--- config.mk ---
export PLATFORM = sky130hd
export DESIGN_NAME = uart_rx
export DESIGN_NICKNAME = d
export VERILOG_FILES = /design/src/rtl/uart_rx.sv
export SDC_FILE = /design/constraint.sdc
export NUM_CORES = 1
export LEC_CHECK = 0
export BUFFER_PORTS_ARGS = -buffer_cell sky130_fd_sc_hd__clkbuf_2
export CORE_UTILIZATION = 52
export CTS_CLUSTER_SIZE = 30
export DETAILED_ROUTE_END_ITERATION = 7
export PLACE_DENSITY = 0.81
export SLEW_MARGIN = 10
export SYNTH_ARGS = -nofsm -noshare
export SYNTH_HDL_FRONTEND = slang
export SYNTH_SLANG_ARGS = --single-unit
--- constraint.sdc ---
create_clock -name CLK -period 1.6 [get_ports CLK]
set_input_delay 0.16 -clock CLK [delete_from_list [all_inputs] [get_ports CLK]]
set_output_delay 0.16 -clock CLK [all_outputs]
set_load 0.01 [all_outputs]
--- src/rtl/uart_rx.sv ---
`default_nettype none
// ============================================================================
//  Module      : uart_rx
//  Description : Oversampling UART receiver. Frame format is start(0),
//                D_WIDTH data bits LSB first, optional parity, stop(1).
//                The line idles high. CLK runs at PRESCALE x baud.
//                Each bit is decided at edge count S+1, where S = PRESCALE/2-1.
//                Optional macro UART_RX_MAJORITY_VOTE_EN: when defined, each
//                bit is the 2-of-3 majority of the samples at S-1, S and S+1.
//                When undefined, each bit is the single sample at S.
//  Revision    : 1.0  initial release
// ============================================================================
module uart_rx #(
    parameter int D_WIDTH  = 8,
    parameter int PRESCALE = 8
) (
    input  logic               CLK,
    input  logic               RST,
    input  logic               RX_IN,
    input  logic               PAR_EN,
    input  logic               PAR_TYP,
    output logic [D_WIDTH-1:0] P_DATA,
    output logic               DATA_VALID,
    output logic               PAR_ERR,
    output logic               STP_ERR
);

    localparam int C_S    = PRESCALE / 2 - 1;
    localparam int C_EC_W = (PRESCALE > 2) ? $clog2(PRESCALE) : 1;
    localparam int C_BC_W = (D_WIDTH > 1) ? $clog2(D_WIDTH) : 1;

    localparam logic [C_EC_W-1:0] C_EC_LAST = C_EC_W'(PRESCALE - 1);
    localparam logic [C_EC_W-1:0] C_EC_MID  = C_EC_W'(C_S);
    localparam logic [C_EC_W-1:0] C_EC_DEC  = C_EC_W'(C_S + 1);
    localparam logic [C_BC_W-1:0] C_BC_LAST = C_BC_W'(D_WIDTH - 1);

    typedef enum logic [2:0] {
        S_IDLE   = 3'd0,
        S_START  = 3'd1,
        S_DATA   = 3'd2,
        S_PARITY = 3'd3,
        S_STOP   = 3'd4
    } state_t;

    state_t               state_q, state_d;
    logic [C_EC_W-1:0]    ec_q, ec_d;
    logic [C_BC_W-1:0]    bc_q, bc_d;
    logic [D_WIDTH-1:0]   shift_q, shift_d;
    logic [D_WIDTH-1:0]   pdata_q, pdata_d;
    logic                 pen_q, pen_d;
    logic                 ptyp_q, ptyp_d;
    logic                 perr_q, perr_d;
    logic                 dv_q, dv_d;
    logic                 pe_q, pe_d;
    logic                 se_q, se_d;

    logic                 sync1_q, sync2_q, rxd_q;
    logic                 rx_s;
    logic                 bit_val;

    assign rx_s = sync2_q;

    // Two-flop synchronizer plus one delayed copy for falling-edge detection.
    always_ff @(posedge CLK or negedge RST) begin
        if (!RST) begin
            sync1_q <= 1'b1;
            sync2_q <= 1'b1;
            rxd_q   <= 1'b1;
        end else begin
            sync1_q <= RX_IN;
            sync2_q <= sync1_q;
            rxd_q   <= sync2_q;
        end
    end

`ifdef UART_RX_MAJORITY_VOTE_EN
    localparam logic [C_EC_W-1:0] C_EC_PRE = C_EC_W'(C_S - 1);
    logic early_q, mid_q;

    // Capture the two samples before the decision cycle; the third is live rx_s.
    always_ff @(posedge CLK or negedge RST) begin
        if (!RST) begin
            early_q <= 1'b1;
            mid_q   <= 1'b1;
        end else begin
            if (ec_q == C_EC_PRE) early_q <= rx_s;
            if (ec_q == C_EC_MID) mid_q   <= rx_s;
        end
    end

    assign bit_val = (early_q & mid_q) | (early_q & rx_s) | (mid_q & rx_s);
`else
    logic mid_q;

    // Capture the mid-bit sample; it is consumed one cycle later.
    always_ff @(posedge CLK or negedge RST) begin
        if (!RST) begin
            mid_q <= 1'b1;
        end else if (ec_q == C_EC_MID) begin
            mid_q <= rx_s;
        end
    end

    assign bit_val = mid_q;
`endif

    // State, counters, datapath and registered output strobes.
    always_ff @(posedge CLK or negedge RST) begin
        if (!RST) begin
            state_q <= S_IDLE;
            ec_q    <= '0;
            bc_q    <= '0;
            shift_q <= '0;
            pdata_q <= '0;
            pen_q   <= 1'b0;
            ptyp_q  <= 1'b0;
            perr_q  <= 1'b0;
            dv_q    <= 1'b0;
            pe_q    <= 1'b0;
            se_q    <= 1'b0;
        end else begin
            state_q <= state_d;
            ec_q    <= ec_d;
            bc_q    <= bc_d;
            shift_q <= shift_d;
            pdata_q <= pdata_d;
            pen_q   <= pen_d;
            ptyp_q  <= ptyp_d;
            perr_q  <= perr_d;
            dv_q    <= dv_d;
            pe_q    <= pe_d;
            se_q    <= se_d;
        end
    end

    // Next-state logic: bit timing, frame sequencing and end-of-frame verdict.
    always_comb begin
        state_d = state_q;
        ec_d    = ec_q;
        bc_d    = bc_q;
        shift_d = shift_q;
        pdata_d = pdata_q;
        pen_d   = pen_q;
        ptyp_d  = ptyp_q;
        perr_d  = perr_q;
        dv_d    = 1'b0;
        pe_d    = 1'b0;
        se_d    = 1'b0;

        if (ec_q == C_EC_LAST) begin
            ec_d = '0;
        end else begin
            ec_d = ec_q + C_EC_W'(1);
        end

        case (state_q)
            S_IDLE: begin
                ec_d = '0;
                bc_d = '0;
                // Only a true 1->0 transition starts a frame, so a line
                // stuck low cannot retrigger. The edge cycle itself is ec=0.
                if (rxd_q && !rx_s) begin
                    state_d = S_START;
                    ec_d    = C_EC_W'(1);
                    pen_d   = PAR_EN;
                    ptyp_d  = PAR_TYP;
                    perr_d  = 1'b0;
                end
            end
            S_START: begin
                if ((ec_q == C_EC_DEC) && bit_val) begin
                    state_d = S_IDLE;
                    ec_d    = '0;
                end else if (ec_q == C_EC_LAST) begin
                    state_d = S_DATA;
                    bc_d    = '0;
                end
            end
            S_DATA: begin
                if (ec_q == C_EC_DEC) begin
                    shift_d[bc_q] = bit_val;
                end
                if (ec_q == C_EC_LAST) begin
                    if (bc_q == C_BC_LAST) begin
                        state_d = pen_q ? S_PARITY : S_STOP;
                    end else begin
                        bc_d = bc_q + C_BC_W'(1);
                    end
                end
            end
            S_PARITY: begin
                if ((ec_q == C_EC_DEC) && (bit_val != ((^shift_q) ^ ptyp_q))) begin
                    perr_d = 1'b1;
                end
                if (ec_q == C_EC_LAST) begin
                    state_d = S_STOP;
                end
            end
            S_STOP: begin
                // Verdict at mid-stop; returning to IDLE here lets a start
                // edge that follows immediately after the stop bit be caught.
                if (ec_q == C_EC_DEC) begin
                    state_d = S_IDLE;
                    ec_d    = '0;
                    if (!bit_val) begin
                        se_d = 1'b1;
                    end else if (perr_q) begin
                        pe_d = 1'b1;
                    end else begin
                        dv_d    = 1'b1;
                        pdata_d = shift_q;
                    end
                end
            end
            default: begin
                state_d = S_IDLE;
                ec_d    = '0;
            end
        endcase
    end

    assign P_DATA     = pdata_q;
    assign DATA_VALID = dv_q;
    assign PAR_ERR    = pe_q;
    assign STP_ERR    = se_q;

endmodule
`default_nettype wire

==> run metrics, run 1 <==
worst vdd ir=approximately 0.00089 V; Power, Total=2.83 mW; max-slew violations=0; Synth top area share=0.468; final hold vios=0; Top FF cell, synth=dfrtp_1; Clock Skew=0.0106 ns; final net count=180; reg2reg setup slack=between 0.0015 and 0.002 ns; dpl hpwl=2220 um; total nets after synthesis=142; largest net degree at the start of global routing=36; CTS tree=done; Post-synth EDFFs=0; cell with the most instances after synthesis=dfrtp_1; vias=1153; Inserted Clock Buffers=5; post-layout min period=1.60 ns; global-route wire length before repair=5010 um; slew at the pin closest to its max-slew limit=between 0.4 and 0.5 ns; Fin Setup TNS=0 ns; clock-pin slew of the registers on the worst-case setup and hold paths=approximately 0.11 ns; 1st-iter DRT viols=73; antenna violations before repair=0; total congestion overflow=0; Final setup violation count=0; average routed wire per standard cell=15.2 um; Avg Cell Area, Syn=12.6 sq um; cells after synthesis=131; I/O Buffers=15; synth cell count leaders=31 x dfrtp_1, 20 x mux2_2, 7 x inv_1, 7 x xnor2_1; sequential-to-total area share from yosys stat=0.532; H-Tree Level Count=2; GRT Overall Usage=0.207; RSZ-0062 raised after global routing=yes; top cells by area, synth=dfrtp_1 47%, mux2_2 14%, dfstp_2 6.3%; Distinct cells, synth=35; Hold WC Path Type=input port to register; RD Place Congestion=0.863; Worst Path Required=about 1.9 ns; area added between synthesis and finish=26.6%; deepest clock path buffer count=2; Critical Path End Type=register; max cap viols=0; Worst EP arrival=between 1.5 and 2 ns; Worst Path Max Fanout=3; Initial Utilization=0.547; Yosys warnings=0; Worst-Skew Late Latency=roughly 0.35 ns; die height=58.4 um; fin crit share=0.999; FP Rows=20; biggest area consumer among synthesized cells=dfrtp_1; asr flop ratio synth=1.00; Synth Register Bits=35; die area=3420 sq um; kind of critical path=register to register; Netlist Area Pre-Place=~1700 sq um; status=completed; Critical Path Start Type=register; die extent in x=a little under 60 um; first-pass iteration count of the detailed router=4; Rel. slew slack=0.709; layout cells sized above 1=0.518; root buffer cell=clkbuf_4; I/O Pins=16; achievable frequency=626 MHz; ANT nets after route=0; ANT cells=0; worst hold slack=approximately 0.036 ns; leakage=about 1 nW; Avg Vias per Cell=5.39; vias in the first global route=1065; DRC viols=0; power per standard cell area=around 1400 nW/um^2; final WL=3260 um; Cells after DPL=between 200 and 250; Non-Filler Instances=around 210; total clock sinks=35; Core ar.=around 3000 sq um; Core Util, Final=0.693
-- flip-flops by register name (all words and copies together), names as in the netlist, 3 cells and up --
register  count
P_DATA        8
bc_q          3
ec_q          3
shift_q       8
state_q       3
-- where the power goes --
group	switching, mW	total (mW)	internal, mW
combinational	0.507	1.06	0.552
sequential	0.175	1.22	1.04
clock	0.296	0.554	0.258
total	0.978	2.83	1.85
-- cells in the final DEF, fill, tap and decap left out, drive strengths merged --
master,netlist,routed
dfstp,4,4
clkbuf,1,23
nand2,6,6
a22o,1,1
a21oi,1,1
ha,6,6
a22oi,1,1
buf,3,18
dfrtp,31,31
and3,1,1
nand2b,3,3
inv,7,7
o21bai,2,2
o21ai,3,3
xnor3,1,1
o31ai,1,1
o311a,1,1
dlygate4sd3,0,2
nand4,3,3
mux2,20,20
a211oi,1,1
nor2,7,7
nor3,5,5
nor2b,2,2
xnor2,7,7
nor4,3,3
mux2i,2,2
nand3,6,6
nor3b,2,2
-- what timing repair did --
item,CTS,global route
endpoints found under the setup margin,10,22
gates resized for setup,2,19
pin swaps,0,5
buffers inserted,0,1
hold buffers,2,0
hold endpoints to repair,32,0
-- through the flow --
| step | area (sq um) | setup WS, ns |
|---|---|---|
| after floorplan | 1670 | 0.0155 |
| after global placement | 1910 | 0.0149 |
| after detailed placement | 1910 | -0.0229 |
| after CTS | 2000 | -0.0103 |
| after global routing | 2100 | -0.0677 |
| final | 2100 | 0.00185 |
-- kinds of logic after synthesis --
logic type,after synthesis,synth area share
XOR/XNOR,8,0.0506
adder cells (fa/ha/maj),6,0.0453
flip-flops,35,0.532
buffers and inverters,11,0.0340
AO/OA/AOI/OAI,11,0.0461
multiplexers,22,0.148
AND/OR/NAND/NOR,38,0.144
-- worst max-delay path, cell delays in order (launching register included) --
cell and delay, ns:
dfrtp_1 0.43, ha_2 0.21, ha_4 0.18, nor3b_2 0.16
o21bai_2 0.17, buf_4 0.15, mux2i_1 0.21
-- final timing paths --
path / from / endpoint / depth (start not counted)
max in group asynchronous: RST / bit_val$_DFFE_PN1N_ / 3
worst max register to register: ec_q[0]$_DFF_PN0_ / bc_q[2]$_DFFE_PN0P_ / 6
worst min register to register: sync1_q$_DFF_PN1_ / rx_s$_DFF_PN1_ / 0
worst min-delay path: PAR_EN / pen_q$_DFFE_PN0P_ / 2
worst max-delay path: ec_q[0]$_DFF_PN0_ / bc_q[2]$_DFFE_PN0P_ / 6
min in group asynchronous: RST / bc_q[2]$_DFFE_PN0P_ / 3
-- routing by layer --
layer  part of all wire  track usage  routed length [um]
met1               0.45        0.269                1460
met2               0.47        0.300                1520
met3              0.053       0.0769                 174
met4              0.033        0.109                 106
met5                  0            0                   0
-- layout make-up --
cell class / instances / area (sq um)
tap: 44 / 55.1
sequential: 35 / 882
multi-input combinational: 85 / 822
clock buffer: 8 / 68.8
fill: 219 / 931
inverter: 7 / 26.3
timing repair buffer: 35 / 243
No activity file was read; power rests on OpenSTA's default activity.
==> run 2: changes to the inputs <==
==> config.mk (replaced) <==
export PLATFORM = sky130hd
export DESIGN_NAME = uart_rx
export DESIGN_NICKNAME = d
export VERILOG_FILES = /design/src/rtl/uart_rx.sv
export SDC_FILE = /design/constraint.sdc
export NUM_CORES = 1
export LEC_CHECK = 0
export CORE_UTILIZATION = 55
export CTS_CLUSTER_SIZE = 30
export DETAILED_ROUTE_END_ITERATION = 7
export DONT_BUFFER_PORTS = 1
export PLACE_DENSITY = 0.8
export SLEW_MARGIN = 10
export SYNTH_ARGS = -nofsm -noshare
export SYNTH_HDL_FRONTEND = slang
export SYNTH_SLANG_ARGS = --single-unit
==> run 2 against run 1 <==
- the flow now finishes with violations (DRC, setup timing)
- count of clock-buffer cells in the layout decreased by 1
- die area fell by 5.3%
- sequential share of layout area increased by 2.4 points
- critical path type unchanged
==> run metrics, run 2 (synthesis results as in run 1) <==
Worst-Skew Late Latency=roughly 0.34 ns; largest stage delay on the critical path=0.41 ns; CTS tree=done; Hold WC Path Type=input port to asynchronous set/reset pin; layout cells sized above 1=0.439; CP Cell Sequence=inv_1 -> ha_2 -> nand3_2 -> nor3_4 -> buf_12 -> mux2_2; Critical Path End Type=register; deepest clock path buffer count=2; RD Place Congestion=0.944; Worst EP arrival=~1.9 ns; power per standard cell area=approximately 1300 nW/um^2; Net Sw Frac=0.353; final hold vios=0; vias in the first global route=around 1100; Clock Power Share=0.172; ANT nets after route=0; Sw Pwr=0.939 mW; max-slew violations=0; final WL=3040 um; Avg Vias per Cell=around 5.8; total congestion overflow=0; Seq pwr share=0.451; Core ar.=2810 sq um; post-layout min period=1.64 ns; die area=3240 sq um; Pint=approximately 1.7 mW; crit path buf inv count=2; average routed wire per standard cell=roughly 16 um; die height=56.9 um; Inserted Clock Buffers=5; Top delay family on crit path=flip-flops; GRT Overall Usage=0.216; achievable frequency=611 MHz; total clock sinks=35; Power, Total=2.66 mW; dpl hpwl=~2100 um; Initial Utilization=0.591; fin crit share=1.02; Worst Path Max Fanout=9; H-Tree Level Count=2; I/O Buffers=0; leakage=0.893 nW; slowest cell on the critical path=dfrtp_1; DRC viols=2; highest-count cells in the layout ignoring fill and taps=31 x dfrtp_1, 19 x mux2_2, 14 x buf_4; I/O Pins=16; 1st-iter DRT viols=33; global-route wire length before repair=~5000 um; clock-pin slew of the registers on the worst-case setup and hold paths=0.10 ns; Worst Path Required=1.84 ns; die extent in x=56.9 um; vias=1074; Final setup violation count=9; Clock Skew=0.00258 ns; worst hold slack=0.251 ns; worst vdd ir=0.000804 V; design area=1980 sq um; kind of critical path=register to register; area added between synthesis and finish=19.5%; most common cell after layout, fill and taps aside=dfrtp_1; max cap viols=0; FP Rows=19; violated checks=DRC, setup timing; antenna violations before repair=0; final worst-path setup slack=-0.0367 ns; final net count=165; ANT cells=0; largest net degree at the start of global routing=36; Rel. slew slack=0.817; Placed Area=~1800 sq um; root buffer cell=clkbuf_4; status=finished, violations left; Logic pwr share=0.377; RSZ-0062 raised after global routing=yes; slew at the pin closest to its max-slew limit=0.273 ns; Critical Path Start Type=register; first-pass iteration count of the detailed router=6
[run 2: routing by layer]
metal  routed length, um  global-route usage  part of all wire  vias up
li1                    -                   -                 -      501
met1                1410               0.280              0.46      542
met2                1440               0.336              0.47       25
met3                 136              0.0691             0.045        6
met4                  55              0.0836             0.018        0
met5                   0                   0                 0        -
[run 2: final cells by class]
| class | instances | area (sq um) |
|---|---|---|
| Inverter | 7 | 26.3 |
| Clock inverter | 1 | 5.00 |
| Multi-Input combinational cell | 85 | 798 |
| Tap cell | 31 | 38.8 |
| Timing Repair Buffer | 20 | 185 |
| Sequential cell | 35 | 881 |
| Clock buffer | 7 | 45.0 |
| Fill cell | 193 | 826 |
[run 2: power by group through the flow]
stage	sequential, mW	combinational (mW)	clock, mW
final	1.20	1.00	0.457
after global placement	1.19	0.806	0
after detailed placement	1.21	0.827	0
after CTS	1.19	0.872	0.467
after global routing	1.22	1.09	0.517
after floorplan	1.16	0.653	0
[run 2: metrics by stage]
stage | TNS, ns | util | std cells | setup slack, ns
after global placement | -0.00401 | 0.636 | 171 | -0.00401
final | -0.218 | 0.706 | 186 | -0.0367
after global routing | -1.13 | 0.706 | 186 | -0.104
after detailed placement | -0.119 | 0.636 | 171 | -0.0793
after floorplan | 0 | - | 131 | 0.0155
after CTS | -0.197 | 0.682 | 184 | -0.0332
[run 2: path summary, 6_finish.rpt]
| path | to | slack, ns | cells after the start | start |
|---|---|---|---|---|
| max | P_DATA[2]$_DFFE_PN0P_ | -0.04 | 6 | ec_q[0]$_DFF_PN0_ |
| min | ptyp_q$_DFFE_PN0P_ | 0.25 | 2 | RST |
| max reg2reg | P_DATA[2]$_DFFE_PN0P_ | -0.04 | 6 | ec_q[0]$_DFF_PN0_ |
| min reg2reg | rx_s$_DFF_PN1_ | 0.36 | 0 | sync1_q$_DFF_PN1_ |
| max in group asynchronous | bit_val$_DFFE_PN1N_ | 1.10 | 2 | RST |
| min in group CLK | sync1_q$_DFF_PN1_ | 0.35 | 1 | RX_IN |
[run 2: worst register-to-register path: cells and delay by family, from the launching register on]
| kind | cells | cell delay (ns) |
|---|---|---|
| flip-flops | 1 | 0.41 |
| AND/OR/NAND/NOR | 2 | 0.36 |
| multiplexers | 1 | 0.34 |
| buffers and inverters | 2 | 0.22 |
| adder cells (fa/ha/maj) | 1 | 0.20 |
[run 2: timing repair]
item,4_1_cts,5_1_grt
setup endpoints to repair,10,20
buffers inserted,0,3
pin swaps,0,5
hold endpoints to repair,38,0
gates resized for setup,3,13
hold buffers,5,0
==> run 3: changes to the inputs <==
--- a/config.mk
+++ b/config.mk
@@ -5,11 +5,14 @@
 export SDC_FILE = /design/constraint.sdc
 export NUM_CORES = 1
 export LEC_CHECK = 0
-export CORE_UTILIZATION = 55
+export CELL_PAD_IN_SITES_DETAIL_PLACEMENT = 0
+export CELL_PAD_IN_SITES_GLOBAL_PLACEMENT = 2
+export CORE_UTILIZATION = 40
+export CTS_BUF_LIST = sky130_fd_sc_hd__clkbuf_4 sky130_fd_sc_hd__clkbuf_8
 export CTS_CLUSTER_SIZE = 30
 export DETAILED_ROUTE_END_ITERATION = 7
 export DONT_BUFFER_PORTS = 1
-export PLACE_DENSITY = 0.8
+export PLACE_DENSITY = 0.83
 export SLEW_MARGIN = 10
 export SYNTH_ARGS = -nofsm -noshare
 export SYNTH_HDL_FRONTEND = slang
==> constraint.sdc (replaced) <==
create_clock -name CLK -period 1.6 [get_ports CLK]
set_input_delay 0.16 -clock CLK [delete_from_list [all_inputs] [get_ports CLK]]
set_output_delay 0.16 -clock CLK [all_outputs]
set_load 0.1 [all_outputs]
==> run 3 against run 2 <==
- the flow now finishes without violations
- combinational power about the same
- clock skew up 0.0075 ns
- wire length rose by 8.6%
- sequential cell count unchanged
- maximum frequency rose by 3.0%
- final area is 12% higher
- first-iteration DRC count rose by 9.1%
- final cell count is 16% higher
- hold slack worse by 0.23 ns
- setup slack improved by 0.048 ns
- die area increased by 36%
- critical path type unchanged
- highest routed layer unchanged
==> run metrics, run 3 (synthesis results as in run 1) <==
status=completed; ANT cells=0; 1st-iter DRT viols=36; Critical Path Start Type=register; Clock Skew=0.0101 ns; max-slew violations=0; Critical Path End Type=register; Initial Utilization=0.414; Worst Path Required=1.78 ns; met2 usage=0.261; Hold WC Path Type=input port to register; average routed wire per standard cell=15.3 um; total congestion overflow=0; Final setup violation count=0; RD Place Congestion=approximately 0.85; Worst-Skew Late Latency=0.29 ns; Avg Vias per Cell=5.03; Inserted Clock Buffers=5; I/O Buffers=0; max cap viols=0; met3 Use GR=0.0466; total clock sinks=35; global-route wire length before repair=5350 um; Worst Path Max Fanout=6; first-pass iteration count of the detailed router=4; Worst EP arrival=1.77 ns; post-layout min period=1.59 ns; GR Layer Usage met1=0.217; GRT Overall Usage=0.168; FP Rows=23; kind of critical path=register to register; dpl hpwl=2210 um; final net count=176; CTS tree=done; largest net degree at the start of global routing=36; fin crit share=0.993; antenna violations before repair=0; final hold vios=0; RSZ-0062 raised after global routing=yes; die height=66.4 um; slew at the pin closest to its max-slew limit=0.331 ns; worst vdd ir=0.000675 V; Core ar.=4000 sq um; deepest clock path buffer count=2; Rel. slew slack=0.778; Top Usage Layer GRT=met2; DRC viols=0; ANT nets after route=0; layout cells sized above 1=0.512; I/O Pins=16; Non-Filler Instances=216; area added between synthesis and finish=33.3%; H-Tree Level Count=2; Power, Total=around 3.0 mW; achievable frequency=between 600 and 700 MHz; clock-pin slew of the registers on the worst-case setup and hold paths=0.08 ns; vias=1086; Core Util, Final=0.552; root buffer cell=clkbuf_8; final WL=3300 um; worst hold slack=0.0185 ns; Fin Setup TNS=0 ns; leakage=between 0.9 and 1 nW; die area=4400 sq um; Cells after DPL=around 200; vias in the first global route=1121; die extent in x=66.4 um; highest-count cells in the layout ignoring fill and taps=28 x dfrtp_1, 27 x buf_4, 12 x mux2_2; most common cell after layout, fill and taps aside=dfrtp_1; power per standard cell area=1370 nW/um^2
-- run 3: cell count changes in the layout (fill, tap and decap cells not counted), sizes merged --
| cell | change |
|---|---|
| dlygate4sd3 | -2 |
| clkinv | -1 |
| buf | +13 |
| clkbuf | +1 |
-- run 3: final timing paths --
check	startpoint	to	slack [ns]	cells after the start
min in group asynchronous	RST	state_q[0]$_DFFE_PN0P_	0.30	2
setup / recovery	ec_q[0]$_DFF_PN0_	bc_q[0]$_DFFE_PN0P_	0.01	6
max in group asynchronous	RST	rxd_q$_DFF_PN1_	1.03	2
hold / removal	PAR_EN	pen_q$_DFFE_PN0P_	0.02	1
hold reg to reg	sync1_q$_DFF_PN1_	rx_s$_DFF_PN1_	0.36	0
setup reg to reg	ec_q[0]$_DFF_PN0_	bc_q[0]$_DFFE_PN0P_	0.01	6
-- run 3: where the power goes --
part           total (mW)  switching (mW)  internal, mW
combinational        1.03           0.481         0.553
sequential           1.26           0.218          1.05
clock               0.724           0.314         0.410
total                3.02            1.01          2.01
-- run 3: final cells by class --
cell class,count,area (sq um)
multi-input cells,85,868
repair buffers,31,263
flip-flops and latches,35,885
clock buffers,8,104
well taps,50,62.6
fillers,328,1790
inverters,7,26.3
-- run 3: routing by layer --
layer / vias up / wire (um)
met5: - / 0
met4: 0 / 63
met3: 6 / 110
met2: 18 / 1540
met1: 534 / 1580
li1: 528 / -
-- run 3: what timing repair did --
action                                  in CTS  in global routing
pin swaps                                    0                  2
setup buffers                                0                  3
endpoints found under the hold margin       36                  0
hold buffers                                 3                  0
resized for setup                            8                 23
gates cloned                                 0                  0
endpoints found under the setup margin       7                 22
-- run 3: critical path: stages (launching register included) --
cell,delay (ns)
dfrtp_1,0.44
ha_4,0.20
ha_4,0.17
nand2b_1,0.09
a21oi_2,0.07
o21bai_2,0.16
mux2_2,0.35
-- run 3: through the flow --
stage	worst slack (ns)	cell area, sq um
after floorplan	0.0155	1670
after global placement	-0.00977	1900
after detailed placement	-0.0564	1900
after CTS	-0.00132	2080
after global routing	-0.0792	2210
final	0.0115	2210
